`config.mk`:
```
export PLATFORM = sky130hd
export DESIGN_NAME = mem_arbiter_flat
export DESIGN_NICKNAME = d
export VERILOG_FILES = /design/src/rtl/mem_arbiter_if.sv /design/src/rtl/mem_arbiter.sv /design/src/flat_wrapper.sv
export SDC_FILE = /design/constraint.sdc
export NUM_CORES = 1
export LEC_CHECK = 0
export BUFFER_PORTS_ARGS = -buffer_cell sky130_fd_sc_hd__buf_2
export CAP_MARGIN = 10
export CORE_UTILIZATION = 46
export DETAILED_ROUTE_END_ITERATION = 6
export MAX_ROUTING_LAYER = met4
export PLACE_DENSITY = 0.8
export SLEW_MARGIN = 5
export SYNTH_ARGS = -nofsm -noshare
export SYNTH_HDL_FRONTEND = slang
export SYNTH_SLANG_ARGS = --single-unit
```
`constraint.sdc`:
```
create_clock -name clk -period 5.5 [get_ports clk]
set_input_delay 0.825 -clock clk [delete_from_list [all_inputs] [get_ports clk]]
set_output_delay 0.825 -clock clk [all_outputs]
set_load 0.05 [all_outputs]
```
`src/rtl/mem_arbiter_if.sv`:
```
// mem_arbiter_if: fetch/data request ports plus the single-port memory bus
interface mem_arbiter_if;
  logic        IReq;
  logic [31:0] IAdr;
  logic [31:0] IRdata;
  logic        IValid;
  logic        DReq;
  logic        DWe;
  logic [31:0] DAdr;
  logic [31:0] DWdata;
  logic [31:0] DRdata;
  logic        DValid;
  logic        StallMem;
  logic        MReq;
  logic        MWe;
  logic [31:0] MAdr;
  logic [31:0] MWdata;
  logic [31:0] MRdata;
  logic        MAck;
  logic        TimeoutErr;
  modport slave (
    input  IReq, IAdr, DReq, DWe, DAdr, DWdata, MRdata, MAck,
    output IRdata, IValid, DRdata, DValid, StallMem, MReq, MWe, MAdr, MWdata, TimeoutErr
  );
  modport master (
    output IReq, IAdr, DReq, DWe, DAdr, DWdata, MRdata, MAck,
    input  IRdata, IValid, DRdata, DValid, StallMem, MReq, MWe, MAdr, MWdata, TimeoutErr
  );
endinterface

```
`src/rtl/mem_arbiter.sv`:
```
// mem_arbiter: fetch/data arbiter onto one memory port, data has fixed priority.
// Define MEM_ARB_TIMEOUT_EN to abort stuck accesses after TIMEOUT_CYCLES with 32'hDEADBEEF.
module mem_arbiter #(
  parameter int TIMEOUT_CYCLES = 16
) (
  input logic         clk,
  input logic         reset,
  mem_arbiter_if.slave bus
);
  typedef enum logic [1:0] {IDLE, IACC, DACC, RESP} state_t;
  state_t      state_q, state_d;
  logic        m_req_q, m_req_d, m_we_q, m_we_d;
  logic        i_valid_q, i_valid_d, d_valid_q, d_valid_d;
  logic [31:0] m_adr_q, m_adr_d, m_wdata_q, m_wdata_d;
  logic [31:0] i_rdata_q, i_rdata_d, d_rdata_q, d_rdata_d;
  logic        acc, abort, done;
  logic [31:0] rdata;
  assign acc = state_q == IACC || state_q == DACC;
`ifdef MEM_ARB_TIMEOUT_EN
  localparam int CW = $clog2(TIMEOUT_CYCLES + 1);
  logic [CW-1:0] cnt_q, cnt_d;
  logic          t_err_q, t_err_d;
  // counter sits at zero outside xACC, so it is clear on every xACC entry
  assign abort   = acc && !bus.MAck && cnt_q == CW'(TIMEOUT_CYCLES - 1);
  assign cnt_d   = (acc && !bus.MAck) ? cnt_q + 1'b1 : '0;
  assign t_err_d = t_err_q | abort;
  assign bus.TimeoutErr = t_err_q;
  always_ff @(posedge clk or posedge reset)
    if (reset) begin
      cnt_q   <= '0;
      t_err_q <= 1'b0;
    end else begin
      cnt_q   <= cnt_d;
      t_err_q <= t_err_d;
    end
`else
  localparam int unused_timeout_cycles = TIMEOUT_CYCLES;
  assign abort = 1'b0;
  assign bus.TimeoutErr = 1'b0;
`endif
  assign done  = acc && (bus.MAck || abort);
  assign rdata = abort ? 32'hDEADBEEF : bus.MRdata;
  always_comb begin
    state_d   = state_q;
    m_req_d   = m_req_q;
    m_we_d    = m_we_q;
    m_adr_d   = m_adr_q;
    m_wdata_d = m_wdata_q;
    i_rdata_d = i_rdata_q;
    d_rdata_d = d_rdata_q;
    i_valid_d = 1'b0;
    d_valid_d = 1'b0;
    if (state_q == IDLE && (bus.DReq || bus.IReq)) begin
      state_d   = bus.DReq ? DACC : IACC;
      m_req_d   = 1'b1;
      m_we_d    = bus.DReq & bus.DWe;
      m_adr_d   = bus.DReq ? bus.DAdr : bus.IAdr;
      m_wdata_d = bus.DReq ? bus.DWdata : 32'h0;
    end else if (done) begin
      state_d   = RESP;
      m_req_d   = 1'b0;
      i_valid_d = state_q == IACC;
      d_valid_d = state_q == DACC;
      i_rdata_d = state_q == IACC ? rdata : i_rdata_q;
      d_rdata_d = (state_q == DACC && (abort || !m_we_q)) ? rdata : d_rdata_q;
    end else if (state_q == RESP) begin
      state_d   = IDLE;
    end
  end
  always_ff @(posedge clk or posedge reset)
    if (reset) begin
      state_q   <= IDLE;
      m_req_q   <= 1'b0;
      m_we_q    <= 1'b0;
      m_adr_q   <= 32'h0;
      m_wdata_q <= 32'h0;
      i_rdata_q <= 32'h0;
      d_rdata_q <= 32'h0;
      i_valid_q <= 1'b0;
      d_valid_q <= 1'b0;
    end else begin
      state_q   <= state_d;
      m_req_q   <= m_req_d;
      m_we_q    <= m_we_d;
      m_adr_q   <= m_adr_d;
      m_wdata_q <= m_wdata_d;
      i_rdata_q <= i_rdata_d;
      d_rdata_q <= d_rdata_d;
      i_valid_q <= i_valid_d;
      d_valid_q <= d_valid_d;
    end
  assign bus.MReq     = m_req_q;
  assign bus.MWe      = m_we_q;
  assign bus.MAdr     = m_adr_q;
  assign bus.MWdata   = m_wdata_q;
  assign bus.IRdata   = i_rdata_q;
  assign bus.DRdata   = d_rdata_q;
  assign bus.IValid   = i_valid_q;
  assign bus.DValid   = d_valid_q;
  assign bus.StallMem = (bus.IReq & ~i_valid_q) | (bus.DReq & ~d_valid_q);
endmodule

```
`src/flat_wrapper.sv`:
```
// flat-port wrapper written by rule: the top's interface ports become plain ports
module mem_arbiter_flat 
#(
  parameter int TIMEOUT_CYCLES = 16
)
  (clk, reset, bus_IReq, bus_IAdr, bus_DReq, bus_DWe, bus_DAdr, bus_DWdata, bus_MRdata, bus_MAck, bus_IRdata, bus_IValid, bus_DRdata, bus_DValid, bus_StallMem, bus_MReq, bus_MWe, bus_MAdr, bus_MWdata, bus_TimeoutErr);
  mem_arbiter_if bus_i ();
  input logic clk;
  input logic reset;
  input wire logic [$bits(bus_i.IReq)-1:0] bus_IReq;
  input wire logic [$bits(bus_i.IAdr)-1:0] bus_IAdr;
  input wire logic [$bits(bus_i.DReq)-1:0] bus_DReq;
  input wire logic [$bits(bus_i.DWe)-1:0] bus_DWe;
  input wire logic [$bits(bus_i.DAdr)-1:0] bus_DAdr;
  input wire logic [$bits(bus_i.DWdata)-1:0] bus_DWdata;
  input wire logic [$bits(bus_i.MRdata)-1:0] bus_MRdata;
  input wire logic [$bits(bus_i.MAck)-1:0] bus_MAck;
  output wire logic [$bits(bus_i.IRdata)-1:0] bus_IRdata;
  output wire logic [$bits(bus_i.IValid)-1:0] bus_IValid;
  output wire logic [$bits(bus_i.DRdata)-1:0] bus_DRdata;
  output wire logic [$bits(bus_i.DValid)-1:0] bus_DValid;
  output wire logic [$bits(bus_i.StallMem)-1:0] bus_StallMem;
  output wire logic [$bits(bus_i.MReq)-1:0] bus_MReq;
  output wire logic [$bits(bus_i.MWe)-1:0] bus_MWe;
  output wire logic [$bits(bus_i.MAdr)-1:0] bus_MAdr;
  output wire logic [$bits(bus_i.MWdata)-1:0] bus_MWdata;
  output wire logic [$bits(bus_i.TimeoutErr)-1:0] bus_TimeoutErr;
  assign bus_i.IReq = bus_IReq;
  assign bus_i.IAdr = bus_IAdr;
  assign bus_i.DReq = bus_DReq;
  assign bus_i.DWe = bus_DWe;
  assign bus_i.DAdr = bus_DAdr;
  assign bus_i.DWdata = bus_DWdata;
  assign bus_i.MRdata = bus_MRdata;
  assign bus_i.MAck = bus_MAck;
  assign bus_IRdata = bus_i.IRdata;
  assign bus_IValid = bus_i.IValid;
  assign bus_DRdata = bus_i.DRdata;
  assign bus_DValid = bus_i.DValid;
  assign bus_StallMem = bus_i.StallMem;
  assign bus_MReq = bus_i.MReq;
  assign bus_MWe = bus_i.MWe;
  assign bus_MAdr = bus_i.MAdr;
  assign bus_MWdata = bus_i.MWdata;
  assign bus_TimeoutErr = bus_i.TimeoutErr;
  mem_arbiter #(.TIMEOUT_CYCLES(TIMEOUT_CYCLES)) u_core (.clk(clk), .reset(reset), .bus(bus_i));
endmodule
```
==> impl_metrics.yaml, run 1 <==
clocking:
  path_clk_slew_ns: 0.06
  cts_tree: "built"
  cts_sinks: 134
  htreeDepth: 4
  clock_latency_ns: 0.41
  cts_made_buffers: 17
  cts_buffer_depth: 2
  clockRootBuffer: "clkbuf_16"
  cts-resized-gates: 0
  post_cts_buffers: 0
  cts_hold_buf: 0
synthesis:
  yosys.area.top_type: "dfrtp_1"
  synth_top_area_share: 0.601
  synthCells: 449
  syn-num-nets: 588
  ys_ff_latch: 134
  synth_area_leaders: "dfrtp_1 (60%), mux2_4 (8.1%), mux2_2 (6.9%)"
  yosysSeqAreaShare: 0.601
  synth_area_per_cell_um2: 12.4
  syn-cell-area_um2: 5580
  synth_cell_types: 25
  yosysWarnings: 0
routing:
  vias_per_cell: 4.99
  drc: 20
  drtAntennaViolNets: 0
  avgRoutedWirePerCell_um: 15.9
  first_pass_iters: 6
  drtIter0Drc: 291
  vias: 4316
  wirelength_mm: 13.7
floorplan:
  dieArea_um2: 12600
  ios: 268
  chipWidth_um: 112
  num_rows: 39
  die_y_um: 112
  design.core.area_um2: 11600
  initial_core_util: 0.480
grt:
  antenna_found_initial: 0
  grt_max_degree: 104
  grt-ovfl-total: 0
  grt_usage: 0.234
  grt_pass1_vias: 4407
  grt_pass1_wl_mm: 21.9
final_layout:
  area_growth_pct: 35.7
  nFillCells: 913
  nNetsFinal: 848
  final_cell_mix: "buf_2 (266), dfrtp_1 (134), nand2_1 (101), nand3_1 (34), mux2_2 (34)"
  final_common_cell: "buf_2"
  antenna_cells: 0
  drive_gt1_frac: 0.514
min_path:
  hold_class: "flop to flop"
run_status:
  status: "finished, violations left"
  violations: "DRC"
setup_path:
  path_max_fanout: 32
  cp.required_ns: 5.79
  start_kind: "flop"
  worstSetupEndpointType: "flop"
  cp_data_arrival_time_ns: 2.58
  worstSetupPathType: "flop to flop"
timing:
  drv_slew: 0
  fmax_mhz: 437
  rsz0062_at_grt: "false"
  period_needed_ns: 2.29
  finalSetupViolations: 0
  tightest_slew_ns: 0.907
  finalHoldViolations: 0
  period_share: 0.416
  fin_skew_ns: 0.00465
  fin_setup_tns_ns: 0
  slew_headroom: 0.396
placed_design:
  port_buffers: 266
  routabilityCongestion: 0.776
  dp_hpwl_mm: 9.69
run:
  cap_violations: 0
[stage by stage]
| stage | hold WS [ns] | worst slack (ns) | util | instance area, um2 | std cells |
|---|---|---|---|---|---|
| finish | 0.457 | 3.21 | 0.652 | 7570 | 865 |
| global route | 0.493 | 3.14 | 0.652 | 7570 | 865 |
| CTS | 0.463 | 3.20 | 0.652 | 7570 | 865 |
| detailed placement | 0.450 | 3.05 | 0.598 | 6940 | 833 |
| global placement | 0.446 | 3.12 | 0.598 | 6940 | 833 |
| floorplan | 0.574 | 1.09 | - | 5580 | 449 |
[flip-flops by register name, summed over array words and instances (netlist names)]
signal,flops
u_core.bus.DRdata,32
u_core.bus.DValid,1
u_core.bus.IRdata,32
u_core.bus.IValid,1
u_core.bus.MAdr,32
u_core.bus.MReq,1
u_core.bus.MWdata,32
u_core.bus.MWe,1
u_core.state_q,2
[final cells by class]
cell class,count,area (um2),share of cell area
multi-input cells,279,2010,0.265
inverters,5,23.8,0.00314
clock buffers,17,425,0.0562
well taps,143,179,0.0236
clock inverters,15,203,0.0268
repair buffers,272,1380,0.182
flip-flops and latches,134,3350,0.443
[worst max-delay path, stage by stage, from the launching register on]
cell	delay, ns
dfrtp_1	0.40
inv_1	0.10
ha_1	0.32
nand2_1	0.11
and4bb_2	0.31
buf_4	0.50
mux2_2	0.41
[path summary, 6_finish.rpt]
| path | from | to | slack [ns] | cells after the start |
|---|---|---|---|---|
| worst max-delay path | u_core.state_q[0] | u_core.bus.DRdata[27] | 3.21 | 6 |
| worst min-delay path | u_core.bus.MWdata[8] | u_core.bus.MWdata[8] | 0.46 | 2 |
| worst max register to register | u_core.state_q[0] | u_core.bus.DRdata[27] | 3.21 | 6 |
| worst min register to register | u_core.bus.MWdata[8] | u_core.bus.MWdata[8] | 0.46 | 2 |
| max in group asynchronous | reset | u_core.bus.MWdata[17] | 3.76 | 3 |
| min in group asynchronous | reset | u_core.bus.IRdata[25] | 0.52 | 2 |
[synth_stat cells]
master / instances
mux2_2: 34
ha_1: 5
nor2_1: 1
buf_12: 3
inv_1: 5
buf_2: 14
buf_4: 2
nand2_1: 101
and4bb_1: 1
nand3_1: 34
nand2b_1: 1
buf_1: 6
a21o_1: 1
and4_1: 1
and3_1: 1
o22ai_1: 1
o21ai_0: 33
conb_1: 1
o21ai_4: 1
buf_6: 1
clkbuf_1: 5
a31oi_1: 1
dfrtp_1: 134
mux2_4: 30
mux2i_1: 32
[logic make-up (layout without fill, tap and decap cells)]
group / Yosys count / after routing / synth area share
adder cells (fa/ha/maj): 5 / 5 / 0.0112
buffers and inverters: 36 / 309 / 0.0388
flip-flops: 134 / 134 / 0.601
other: 1 / 1 / 0.000672
multiplexers: 96 / 96 / 0.207
AO/OA/AOI/OAI: 37 / 37 / 0.0361
AND/OR/NAND/NOR: 140 / 140 / 0.105
[metal layers]
| metal | up-vias | global-route usage | share of wire |
|---|---|---|---|
| li1 | 2032 | - | - |
| met1 | 2052 | 0.271 | 0.42 |
| met2 | 211 | 0.378 | 0.48 |
| met3 | 21 | 0.0680 | 0.073 |
| met4 | 0 | 0.105 | 0.022 |
| met5 | - | - | 0 |
Power of run 1 is not shown: default switching activity piles up to over one toggle a cycle in this logic, so the estimate is an artifact.
==> inputs of run 2 (changes only) <==
--- a/config.mk
+++ b/config.mk
@@ -7,10 +7,10 @@
 export LEC_CHECK = 0
 export BUFFER_PORTS_ARGS = -buffer_cell sky130_fd_sc_hd__buf_2
 export CAP_MARGIN = 10
-export CORE_UTILIZATION = 46
+export CORE_UTILIZATION = 42
 export DETAILED_ROUTE_END_ITERATION = 6
 export MAX_ROUTING_LAYER = met4
-export PLACE_DENSITY = 0.8
+export PLACE_DENSITY = 0.77
 export SLEW_MARGIN = 5
 export SYNTH_ARGS = -nofsm -noshare
 export SYNTH_HDL_FRONTEND = slang
==> constraint.sdc (replaced) <==
create_clock -name clk -period 1.8 [get_ports clk]
set_input_delay 0.27 -clock clk [delete_from_list [all_inputs] [get_ports clk]]
set_output_delay 0.27 -clock clk [all_outputs]
set_load 0.05 [all_outputs]
==> impl_metrics.yaml, run 2 (synthesis results as in run 1) <==
run_status:
  status: "finished, violations left"
  violations: "hold timing, setup timing"
final_layout:
  nNetsFinal: 861
  finalInstanceArea_um2: 7850
  drive_gt1_frac: 0.531
  area_growth_pct: 40.8
  nFillCells: 1035
  final_common_cell: "buf_2"
  final_cell_mix: "buf_2 (266), dfrtp_1 (134), nand2_1 (100), o21ai_0 (33), nand3_1 (33)"
  layout.cells.non_filler: 907
  antenna_cells: 0
routing:
  drtAntennaViolNets: 0
  first_pass_iters: 4
  drtIter0Drc: 206
  wirelength_mm: 14.5
  avgRoutedWirePerCell_um: 16.0
  drc: 0
  vias_per_cell: 4.87
  vias: 4418
grt:
  grt-ovfl-total: 0
  antenna_found_initial: 0
  grt_pass1_wl_mm: 21.2
  grt_max_degree: 104
  grt_pass1_vias: 4365
  grt_usage: 0.215
clocking:
  clock_latency_ns: 0.43
  clockRootBuffer: "clkbuf_16"
  cts_buffer_depth: 2
  htreeDepth: 4
  cts_sinks: 134
  cts_made_buffers: 17
  cts_hold_buf: 0
  path_clk_slew_ns: 0.06
  cts_tree: "built"
timing:
  finalSetupViolations: 5
  drv_slew: 0
  whs_ns: -0.00985
  fin_skew_ns: 0.00812
  slew_headroom: 0.640
  setup_slack_ns: -0.00373
  finalHoldViolations: 9
  period_needed_ns: 1.80
  rsz0062_at_grt: "true"
  fmax_mhz: 554
  period_share: 1.00
  tightest_slew_ns: 0.540
placed_design:
  routabilityCongestion: 0.755
  place_inst: 868
  pre_cts_ws_ns: -0.0609
  dp_hpwl_mm: 10.1
  port_buffers: 266
  placed_cell_area_um2: 7090
setup_path:
  worstSetupPathType: "flop to flop"
  path_max_fanout: 16
  crit_chain: "inv_2 > ha_4 > nand2_2 > and4bb_4 > buf_16 > mux2_4"
  worstSetupEndpointType: "flop"
  start_kind: "flop"
  max_stage_delay_ns: 0.41
  cp.required_ns: 2.11
  cp_data_arrival_time_ns: 2.11
  crit_slowest_cell: "and4bb_4"
floorplan:
  die_y_um: 117
  num_rows: 41
  initial_core_util: 0.437
  chipWidth_um: 117
  dieArea_um2: 13700
  design.core.area_um2: 12800
  ios: 268
run:
  cap_violations: 0
min_path:
  hold_class: "primary input to async pin"
run 2: timing repair:
item | 4_1_cts | 5_1_grt
pin swaps | 2 | 0
cloned | 2 | 0
buffers inserted | 2 | 3
setup endpoints to repair | 32 | 25
resized for setup | 7 | 2
run 2: area by class of cell:
cell class | count | area [um2] | area share
well taps | 172 | 215 | 0.0274
clock buffers | 20 | 467 | 0.0594
inverters | 5 | 22.5 | 0.00287
flip-flops and latches | 134 | 3350 | 0.427
clock inverters | 12 | 174 | 0.0221
repair buffers | 285 | 1580 | 0.201
multi-input cells | 279 | 2050 | 0.260
run 2: path summary, 6_finish.rpt:
path                                         end  slack (ns)  depth (start not counted)                   from
min in group clk            u_core.bus.MWdata[1]        0.07                          3          bus_DWdata[1]
max reg2reg                 u_core.bus.DRdata[7]      -0.004                          6      u_core.state_q[1]
min reg2reg                u_core.bus.MWdata[25]        0.46                          2  u_core.bus.MWdata[25]
max                         u_core.bus.DRdata[7]      -0.004                          6      u_core.state_q[1]
max in group asynchronous  u_core.bus.MWdata[30]        1.38                          3                  reset
min                        u_core.bus.IRdata[21]       -0.01                          3                  reset
run 2: worst max-delay path, delay by kind of cell, from the launching register on:
kind | cells | cell delay [ns]
and+or+nand+nor | 2 | 0.46
DFF | 1 | 0.36
muxes | 1 | 0.31
buffers and inverters | 2 | 0.27
adders and majority gates | 1 | 0.27
run 2: through the flow:
stage          hold slack [ns]  utilization   TNS, ns
2_1_floorplan            0.415            -    -18.11
5_1_grt                 0.0242        0.615    -0.817
3_3_place_gp             0.438        0.555   -0.0645
4_1_cts                 0.0141        0.612         0
3_5_place_dp             0.450        0.555    -0.672
6_report              -0.00985        0.615  -0.00854
run 2: per-layer routing:
| metal | vias up | routed length (um) | global-route usage |
|---|---|---|---|
| met4 | 0 | 259 | 0.0928 |
| met5 | - | 0 | - |
| met1 | 2149 | 5640 | 0.228 |
| li1 | 2067 | - | - |
| met3 | 24 | 1040 | 0.0633 |
| met2 | 178 | 7570 | 0.373 |
Power of run 2 is left out for the same reason.
==> inputs of run 3 (changes only) <==
--- a/config.mk
+++ b/config.mk
@@ -5,12 +5,13 @@
 export SDC_FILE = /design/constraint.sdc
 export NUM_CORES = 1
 export LEC_CHECK = 0
+export ABC_AREA = 1
 export BUFFER_PORTS_ARGS = -buffer_cell sky130_fd_sc_hd__buf_2
 export CAP_MARGIN = 10
 export CORE_UTILIZATION = 42
 export DETAILED_ROUTE_END_ITERATION = 6
 export MAX_ROUTING_LAYER = met4
-export PLACE_DENSITY = 0.77
+export PLACE_DENSITY = 0.75
 export SLEW_MARGIN = 5
 export SYNTH_ARGS = -nofsm -noshare
 export SYNTH_HDL_FRONTEND = slang
==> impl_metrics.yaml, run 3 <==
timing:
  whs_ns: 0.101
  period_needed_ns: 1.61
  finalSetupViolations: 0
  fin_setup_tns_ns: 0
  fmax_mhz: 621
  drv_slew: 0
  finalHoldViolations: 0
  rsz0062_at_grt: "false"
  fin_skew_ns: 0.00553
  setup_slack_ns: 0.190
  period_share: 0.894
synthesis:
  synth_area_per_cell_um2: 8.25
  yosys.area.top_type: "dfrtp_1"
  synth_cell_types: 21
  synth_top_area_share: 0.581
  synth_common_cells: "nand2_1 (394), dfrtp_1 (134), buf_2 (37)"
  synth_ff_type: "dfrtp_1"
  yosysSeqAreaShare: 0.581
  yosysWarnings: 0
  ys_ff_latch: 134
  synth_edf_count: 0
  synth_area_leaders: "dfrtp_1 (58%), nand2_1 (26%), nand4_1 (3.7%)"
  synthCells: 700
  synth_most_common_cell: "nand2_1"
  async_flop_share: 1.00
  syn-num-nets: 839
  syn-cell-area_um2: 5780
setup_path:
  timing.critical_path.buf_inv: 2
  cp.required_ns: 2.14
  crit_family: "buffers and inverters"
  r2r_end: "u_core.bus.DRdata[24]"
  r2r_slack_ns: 0.19
  max_stage_delay_ns: 0.41
  critical_path.endpoint: "u_core.bus.DRdata[24]"
  crit_slowest_cell: "dfrtp_1"
  worstSetupPathType: "flop to flop"
  path_depth: 6
  start_kind: "flop"
  path_max_fanout: 90
  crit_chain: "inv_1 > ha_1 > o21ai_4 > buf_12 > nand4_1 > nand2_1"
  rr_worst_depth: 6
  worstSetupEndpointType: "flop"
  cp_data_arrival_time_ns: 1.95
  r2r-start: "u_core.state_q[0]"
  crit_start: "u_core.state_q[0]"
final_layout:
  final_common_cell: "nand2_1"
  nFillCells: 1258
  drive_gt1_frac: 0.330
  finalInstanceArea_um2: 7890
  nNetsFinal: 1092
  area_growth_pct: 36.6
  final_cell_mix: "nand2_1 (394), buf_2 (266), dfrtp_1 (134), nand4_1 (34)"
  layout.cells.non_filler: 1145
grt:
  grt_pass1_vias: 5074
  grt_usage: 0.235
  antenna_found_initial: 3
  met1_usage: 0.287
  grt_use_met2: 0.380
  use_met3: 0.0560
  grt-ovfl-total: 0
  grt_max_degree: 91
  grt-busiest-layer: "met2"
  grt_pass1_wl_mm: 25.4
floorplan:
  dieArea_um2: 14200
  initial_core_util: 0.433
  chipWidth_um: 119
  num_rows: 42
  die_y_um: 119
  design.core.area_um2: 13300
  ios: 268
power:
  power_leakage_nw: 4.64
  irDropWorstVdd_v: 0.00148
  powerDensity_nw_per_um2: 2270
routing:
  avgRoutedWirePerCell_um: 13.7
  first_pass_iters: 4
  drtAntennaViolNets: 0
  vias_per_cell: 4.75
  wirelength_mm: 15.7
  vias: 5442
  drc: 0
  drtIter0Drc: 362
placed_design:
  port_buffers: 266
  place_inst: 1109
  routabilityCongestion: 0.789
  pre_cts_ws_ns: 0.225
  dp_hpwl_mm: 10.9
  placed_cell_area_um2: 7300
clocking:
  cts_buffer_depth: 2
  clockRootBuffer: "clkbuf_16"
  cts_made_buffers: 17
  clock_latency_ns: 0.41
  cts_sinks: 134
  htreeDepth: 4
  post_cts_buffers: 0
  cts_tree: "built"
  path_clk_slew_ns: 0.05
min_path:
  hold_class: "primary input to flop"
run_status:
  status: "complete, no violations"
run:
  cap_violations: 0
[run 3: cell types whose count changed in the layout (fill, tap and decap cells not counted), sizes merged, moves of 3 or more]
cell | previous run | this run
clkinv | 6 | 9
buf | 285 | 282
mux2 | 64 | 0
diode | 0 | 3
nand2 | 101 | 395
nand4 | 0 | 34
mux2i | 32 | 0
[run 3: metrics by stage]
step	power [mW]	util
floorplan	12.2	-
global placement	14.6	0.547
detailed placement	14.7	0.547
CTS	18.1	0.591
global route	18.9	0.591
finish	17.9	0.591
[run 3: worst min-delay path by stage]
| stage | startpoint | to | slack, ns | depth (start not counted) |
|---|---|---|---|---|
| 2_1_floorplan | bus_MAck | u_core.bus.IValid | 0.38 | 2 |
| 3_3_place_gp | reset | u_core.bus.IRdata[15] | 0.42 | 3 |
| 3_5_place_dp | reset | u_core.bus.DRdata[17] | 0.43 | 3 |
| 4_1_cts | bus_MRdata[5] | u_core.bus.IRdata[5] | 0.09 | 3 |
| 5_1_grt | bus_MRdata[19] | u_core.bus.IRdata[19] | 0.11 | 3 |
| 6_report | bus_MRdata[5] | u_core.bus.IRdata[5] | 0.10 | 3 |
[run 3: kinds of logic (layout without fill, tap and decap cells)]
kind of cell / Yosys count / in the layout / share of synthesized area
and+or+nand+nor: 466 / 466 / 0.328
buffers and inverters: 58 / 324 / 0.0483
AOI/OAI and AO/OA: 36 / 36 / 0.0318
other: 1 / 4 / 0.000649
adders and majority gates: 5 / 5 / 0.0108
DFF: 134 / 134 / 0.581
[run 3: per-layer routing]
metal,vias up,part of all wire
met1,2473,0.42
met5,-,0
met2,231,0.48
li1,2714,-
met3,24,0.074
met4,0,0.018
[run 3: area by class of cell]
type                    instances  area (um2)  share of cell area
diodes                          3        7.51            0.000951
clock inverters                10         104              0.0132
well taps                     176         220              0.0279
multi-input cells             508        2150               0.273
clock buffers                  22         464              0.0588
flip-flops and latches        134        3350               0.425
inverters                       9        37.5             0.00476
repair buffers                283        1550               0.196
[run 3: worst register-to-register path: cells and delay by family, from the launching register on]
family / cells / cell delay, ns
flops: 1 / 0.41
simple gates: 2 / 0.30
fa+ha+maj: 1 / 0.25
buf+inv: 2 / 0.44
compound gates: 1 / 0.16
[run 3: where the power goes]
group,switching (mW),internal [mW],leakage [nW]
logic,7.47,2.03,2.64
registers,0.732,4.39,1.71
clock network,1.22,2.09,0.287
total,9.43,8.51,4.64
[run 3: what timing repair did]
action | 4_1_cts | 5_1_grt
gates resized for setup | 0 | 0
hold buffers | 1 | 0
hold endpoints to repair | 32 | 0
No activity file was read; power rests on OpenSTA's default activity.
